--- config.mk ---
export PLATFORM = sky130hd
export DESIGN_NAME = ixc_sv_gfifo_mc
export DESIGN_NICKNAME = d
export VERILOG_FILES = /design/src/rtl/ixc_sv_gfifo_mc.sv
export SDC_FILE = /design/constraint.sdc
export NUM_CORES = 2
export LEC_CHECK = 0
export BUFFER_PORTS_ARGS = -buffer_cell sky130_fd_sc_hd__buf_2
export CORE_UTILIZATION = 40
export CTS_CLUSTER_SIZE = 10
export DETAILED_ROUTE_END_ITERATION = 16
export PLACE_DENSITY = 0.58
export SLEW_MARGIN = 20
export SYNTH_ARGS = -nofsm -noshare
export SYNTH_HDL_FRONTEND = slang
export SYNTH_SLANG_ARGS = --single-unit
--- constraint.sdc ---
create_clock -name clk -period 14.85 [get_ports clk]
set_input_delay 0.7425 -clock clk [delete_from_list [all_inputs] [get_ports clk]]
set_output_delay 0.7425 -clock clk [all_outputs]
set_load 0.02 [all_outputs]
--- src/rtl/ixc_sv_gfifo_mc.sv ---
// Multi-channel gated FIFO: CHANNELS independent FIFOs drained round-robin onto one
// valid/ready port, with a 64-bit read counter and periodic/watermark timestamp requests.
module ixc_sv_gfifo_mc #(
  parameter int WIDTH       = 32,
  parameter int DEPTH       = 16,
  parameter int CHANNELS    = 4,
  parameter int TS_INTERVAL = 256,
  parameter int HWM         = DEPTH - 2,
  localparam int AW  = $clog2(DEPTH),
  localparam int PW  = AW + 1,
  localparam int CW  = (CHANNELS > 1) ? $clog2(CHANNELS) : 1,
  localparam int TSW = $clog2(TS_INTERVAL)
) (
  input  logic                   clk,
  input  logic                   rst,
  input  logic                   flush,
  input  logic [CHANNELS-1:0]    wr_valid,
  output logic [CHANNELS-1:0]    wr_ready,
  input  logic [CHANNELS*WIDTH-1:0] wr_data,
  output logic                   rd_valid,
  input  logic                   rd_ready,
  output logic [WIDTH-1:0]       rd_data,
  output logic [CW-1:0]          rd_chan,
  output logic [63:0]            rd_cnt,
  output logic                   ts_req,
  output logic [CHANNELS*PW-1:0] occ,
  output logic                   arbState
);

  // Handshake: a transfer happens on a rising edge where valid & ready are both high.
  // Once rd_valid is raised it stays high with rd_data/rd_chan stable until accepted
  // (or until flush/rst); wr_ready depends only on registered state.

  typedef enum logic {ARB_IDLE = 1'b0, ARB_HOLD = 1'b1} arbStateT;

  localparam logic [PW-1:0] HWM_LVL = PW'(HWM);
  localparam logic [PW-1:0] HWM_PRE = PW'(HWM - 1);

  logic [WIDTH-1:0] mem [CHANNELS][DEPTH];
  logic [PW-1:0]    wrPtr [CHANNELS];
  logic [PW-1:0]    rdPtr [CHANNELS];
  logic [PW-1:0]    occCur [CHANNELS];
  logic [PW-1:0]    occNext [CHANNELS];

  logic [CHANNELS-1:0] isFull;
  logic [CHANNELS-1:0] isEmpty;
  logic [CHANNELS-1:0] push;
  logic [CHANNELS-1:0] popCh;
  logic [CHANNELS-1:0] hwmCross;

  arbStateT       arbSt;
  logic [CW-1:0]  grantReg;
  logic [CW-1:0]  rrPtr;
  logic [CW-1:0]  arbSel;
  logic [CW-1:0]  grant;
  logic [CW-1:0]  idxSel;
  logic           arbFound;
  logic           pop;
  logic [63:0]    cntNext;
  logic           tsPeriodic;
  int             idx;

  // Per-channel status, write acceptance and occupancy bookkeeping.
  always_comb begin
    occ = '0;
    for (int c = 0; c < CHANNELS; c++) begin
      isEmpty[c]  = (wrPtr[c] == rdPtr[c]);
      isFull[c]   = (wrPtr[c][AW] != rdPtr[c][AW]) &&
                    (wrPtr[c][AW-1:0] == rdPtr[c][AW-1:0]);
      wr_ready[c] = ~isFull[c];
      push[c]     = wr_valid[c] & ~isFull[c] & ~flush;
      popCh[c]    = pop && (grant == CW'(c));
      occCur[c]   = wrPtr[c] - rdPtr[c];
      occNext[c]  = occCur[c] + PW'(push[c]) - PW'(popCh[c]);
      hwmCross[c] = (occCur[c] == HWM_PRE) && (occNext[c] == HWM_LVL);
      occ[c*PW +: PW] = occCur[c];
    end
  end

  // Round-robin search from rrPtr upward, wrapping at CHANNELS.
  always_comb begin
    arbSel   = '0;
    arbFound = 1'b0;
    idx      = 0;
    idxSel   = '0;
    for (int i = 0; i < CHANNELS; i++) begin
      idx = int'(rrPtr) + i;
      if (idx >= CHANNELS) idx = idx - CHANNELS;
      idxSel = CW'(idx);
      if (!arbFound && !isEmpty[idxSel]) begin
        arbFound = 1'b1;
        arbSel   = idxSel;
      end
    end
  end

  // In HOLD the latched grant wins; otherwise the live search result is presented,
  // which gives single-cycle latency from write to rd_valid without a wr->rd path.
  always_comb begin
    grant      = (arbSt == ARB_HOLD) ? grantReg : arbSel;
    rd_valid   = (arbSt == ARB_HOLD) | arbFound;
    pop        = rd_valid & rd_ready & ~flush;
    rd_chan    = rd_valid ? grant : '0;
    rd_data    = rd_valid ? mem[grant][rdPtr[grant][AW-1:0]] : '0;
    cntNext    = rd_cnt + 64'd1;
    tsPeriodic = pop && (cntNext[TSW-1:0] == '0);
  end

  assign arbState = arbSt;

  always_ff @(posedge clk) begin
    for (int c = 0; c < CHANNELS; c++) begin
      if (!rst && push[c]) mem[c][wrPtr[c][AW-1:0]] <= wr_data[c*WIDTH +: WIDTH];
    end
  end

  always_ff @(posedge clk) begin
    if (rst) begin
      for (int c = 0; c < CHANNELS; c++) begin
        wrPtr[c] <= '0;
        rdPtr[c] <= '0;
      end
      rd_cnt   <= '0;
      ts_req   <= 1'b0;
      arbSt    <= ARB_IDLE;
      grantReg <= '0;
      rrPtr    <= '0;
    end else begin
      // push/pop are already masked by flush, so a flush can never raise ts_req.
      ts_req <= tsPeriodic | (|hwmCross);
      if (flush) begin
        for (int c = 0; c < CHANNELS; c++) rdPtr[c] <= wrPtr[c];
        arbSt    <= ARB_IDLE;
        grantReg <= '0;
      end else begin
        for (int c = 0; c < CHANNELS; c++) begin
          if (push[c])  wrPtr[c] <= wrPtr[c] + 1'b1;
          if (popCh[c]) rdPtr[c] <= rdPtr[c] + 1'b1;
        end
        if (pop) begin
          rd_cnt <= cntNext;
          rrPtr  <= (grant == CW'(CHANNELS - 1)) ? '0 : grant + 1'b1;
          arbSt  <= ARB_IDLE;
        end else if (rd_valid) begin
          arbSt    <= ARB_HOLD;
          grantReg <= grant;
        end
      end
    end
  end

endmodule
==> flow_summary.json <==
{
  "die_x_um": 472,
  "critPathLaunchType": "flop",
  "io-pin-count": 261,
  "nets": 6320,
  "synthSimpleGateAreaFrac_pct": 8.02,
  "pre_cts_slack_ns": 6.70,
  "io_buffers": 260,
  "cap_violations": 0,
  "worstPathMaxFanout": 80,
  "finalSetupTns_ns": 0,
  "critPathMostFrequentCell": "buf_4",
  "final_util_pct": 45.4,
  "first_pass_iters": 8,
  "cts_resized": 0,
  "async_reset_ff_share_pct": 0,
  "synth_cell_types": 65,
  "ys_seq_elements": 2158,
  "wl_per_cell_um": 29.9,
  "ys.flop_type": "edfxtp_1",
  "maxUsedRoutingLayer": "met5",
  "drc": 0,
  "worst_slack_ns": 5.76,
  "synth_edf_count": 2088,
  "wl_met3_mm": 16.5,
  "hpwl_mm": 165,
  "critPathMaxStageDelay_ns": 0.93,
  "p_per_area_nw_per_um2": 139,
  "min_path_type": "input port to flop",
  "fp.dieH_um": 472,
  "hold_viol": 0,
  "final.min_clock_period_ns": 9.09,
  "cp_num_buf_inv": 6,
  "drt-met1-wl_mm": 101,
  "worstSetupEndpointType": "primary output",
  "worstSetupPathType": "flop to primary output",
  "cts_htree_levels": 4,
  "grt_util_all_layers_pct": 24.0,
  "area_delta_synth_final_pct": 12.9,
  "grt_pass1_vias": 50710,
  "cts_tree": "done",
  "synth-compound-area-share_pct": 3.90,
  "postCtsSetupBuffers": 0,
  "yosys_warnings": 0,
  "core_area_um2": 220000,
  "grt_pass1_wl_mm": 380,
  "synth_cells": 5824,
  "synthAdderAreaFrac_pct": 1.07,
  "synthXorXnorAreaFrac_pct": 1.02,
  "drt_iter0_markers": 5340,
  "post-synth-top-area-cell": "edfxtp_1",
  "synthMuxAreaShare_pct": 11.5,
  "required_ns": 14.11,
  "clk_pin_slew_ns": 0.06,
  "gp_congestion": 0.878,
  "tightestPinTransition_ns": 1.12,
  "final_layout_size_suffix_gt1_share_pct": 12.5,
  "relSlewSlack_pct": 25.4,
  "clock-skew-final_ns": 0.0839,
  "core.rowCount": 172,
  "clock_latency_ns": 0.88,
  "cts_root_buf": "clkbuf_16",
  "period_share_pct": 61.2,
  "fillerInstances": 19189,
  "clock_path_buffers": 3,
  "initial_core_util_pct": 40.2,
  "p_leak_nw": 32.7,
  "ant_nets": 0,
  "crit_chain": "buf_4, ha_1, and4_1, a21oi_1, a211o_1, a21oi_4, buf_4, buf_4, mux4_4, buf_4, buf_4, nand2_1, a21oi_1, nor4_1, o211ai_1, buf_2",
  "cts-buffers-inserted": 237,
  "avgSynthCellArea_um2": 15.2,
  "drv_slew": 0,
  "grt_antenna_before_repair": 10,
  "grt_max_degree": 175,
  "syn_nets": 6031,
  "crit_family": "buffers and inverters",
  "synth_top_family_by_area": "multiplexers",
  "irDropWorstVdd_uv": 115,
  "wl_mm": 270,
  "synth.cell_area_um2": 88200,
  "timing.fmax_mhz": 110,
  "status": "complete, no violations",
  "clock_sinks": 2158,
  "netlist_top_cells_count": "2088 x edfxtp_1, 963 x mux2i_1, 839 x nand2_1, 304 x nand3_1, 209 x clkbuf_1",
  "vias": 52093,
  "synth.most_common_cell": "edfxtp_1",
  "synthTopCellsByArea": "edfxtp_1 71%, mux2i_1 11%, nand2_1 3.6%",
  "cp_slowest_cell": "mux4_4",
  "gr-total-overflow": 0,
  "dieArea_um2": 222000,
  "worst_ep_arrival_time_ns": 8.35,
  "yosysTopAreaCellShare_pct": 71.1,
  "vias_per_cell": 5.76,
  "rsz0062_at_grt": "no",
  "wl_met2_mm": 132,
  "cts_hold_buf": 0,
  "setup_viol": 0,
  "synth_seq_area_share_pct": 72.6
}
registers in the layout (all words and copies together) (netlist names):
register,flops
arbState,1
grantReg,2
mem,2048
rdPtr,20
rd_cnt,64
rrPtr,2
ts_req,1
wrPtr,20
cells in the final DEF (no fill, tap or decap), types with 15 or more instances in the layout:
cell type,n
edfxtp_1,2088
a32oi_1,65
nor2_4,38
a31oi_1,65
mux2i_1,963
inv_1,61
clkbuf_16,240
a22oi_1,66
nor3_1,16
nand2b_1,15
dfxtp_1,70
nand3_1,300
o211ai_1,35
nor2_1,125
clkbuf_1,34
o21ai_0,86
nor4_1,29
nor3_2,16
ha_1,63
xor2_1,61
buf_2,260
nand4_1,91
buf_4,102
a21oi_1,161
xnor2_1,40
nand2_1,838
mux2_2,35
logic make-up after synthesis:
group / Yosys count
AO/OA/AOI/OAI: 532
multiplexers: 1002
XOR/XNOR: 102
buffers and inverters: 383
AND/OR/NAND/NOR: 1576
adder cells (fa/ha/maj): 71
flip-flops: 2158
routing by layer:
metal | track usage (%) | vias up
met5 | 0 | -
met4 | 16.1 | 8
met3 | 3.15 | 533
met2 | 40.3 | 2241
met1 | 28.8 | 26707
li1 | - | 22604
worst paths after layout:
| path | to | cells after the start | slack, ns | start |
|---|---|---|---|---|
| worst max-delay path | rd_data[4] | 16 | 5.76 | rdPtr[2][0] |
| worst min-delay path | grantReg[0] | 2 | 0.24 | flush |
| worst max register to register | ts_req | 23 | 8.19 | rdPtr[2][0] |
| worst min register to register | rd_cnt[32] | 2 | 0.50 | rd_cnt[32] |
metrics by stage:
step / hold WS (ns) / instance area (um2) / instances / power [mW]
after global placement: 0.480 / 93100 / 8743 / 8.77
after detailed placement: 0.496 / 93100 / 8743 / 8.79
final: 0.245 / 99600 / 9038 / 13.9
after floorplan: 0.506 / 88200 / 5824 / 7.97
after CTS: 0.188 / 99600 / 9035 / 13.9
after global routing: 0.221 / 99600 / 9037 / 14.3
cell type report:
type,instances,area (um2),area share (%)
inverter,63,249,0.250
clock inverter,17,324,0.325
clock buffer,275,6150,6.17
antenna,1,2.50,0.00251
multi-input combinational,3283,23000,23.1
sequential,2158,64100,64.3
tap,2871,3590,3.61
timing repair buffer,370,2230,2.24
power by group:
part,leakage [nW],switching [mW],internal (mW)
Clock,3.14,2.28,2.89
Sequential,19.4,0.0250,6.72
Combinational,10.2,1.40,0.540
Total,32.7,3.71,10.1
Power figures use the tool's default switching activity.
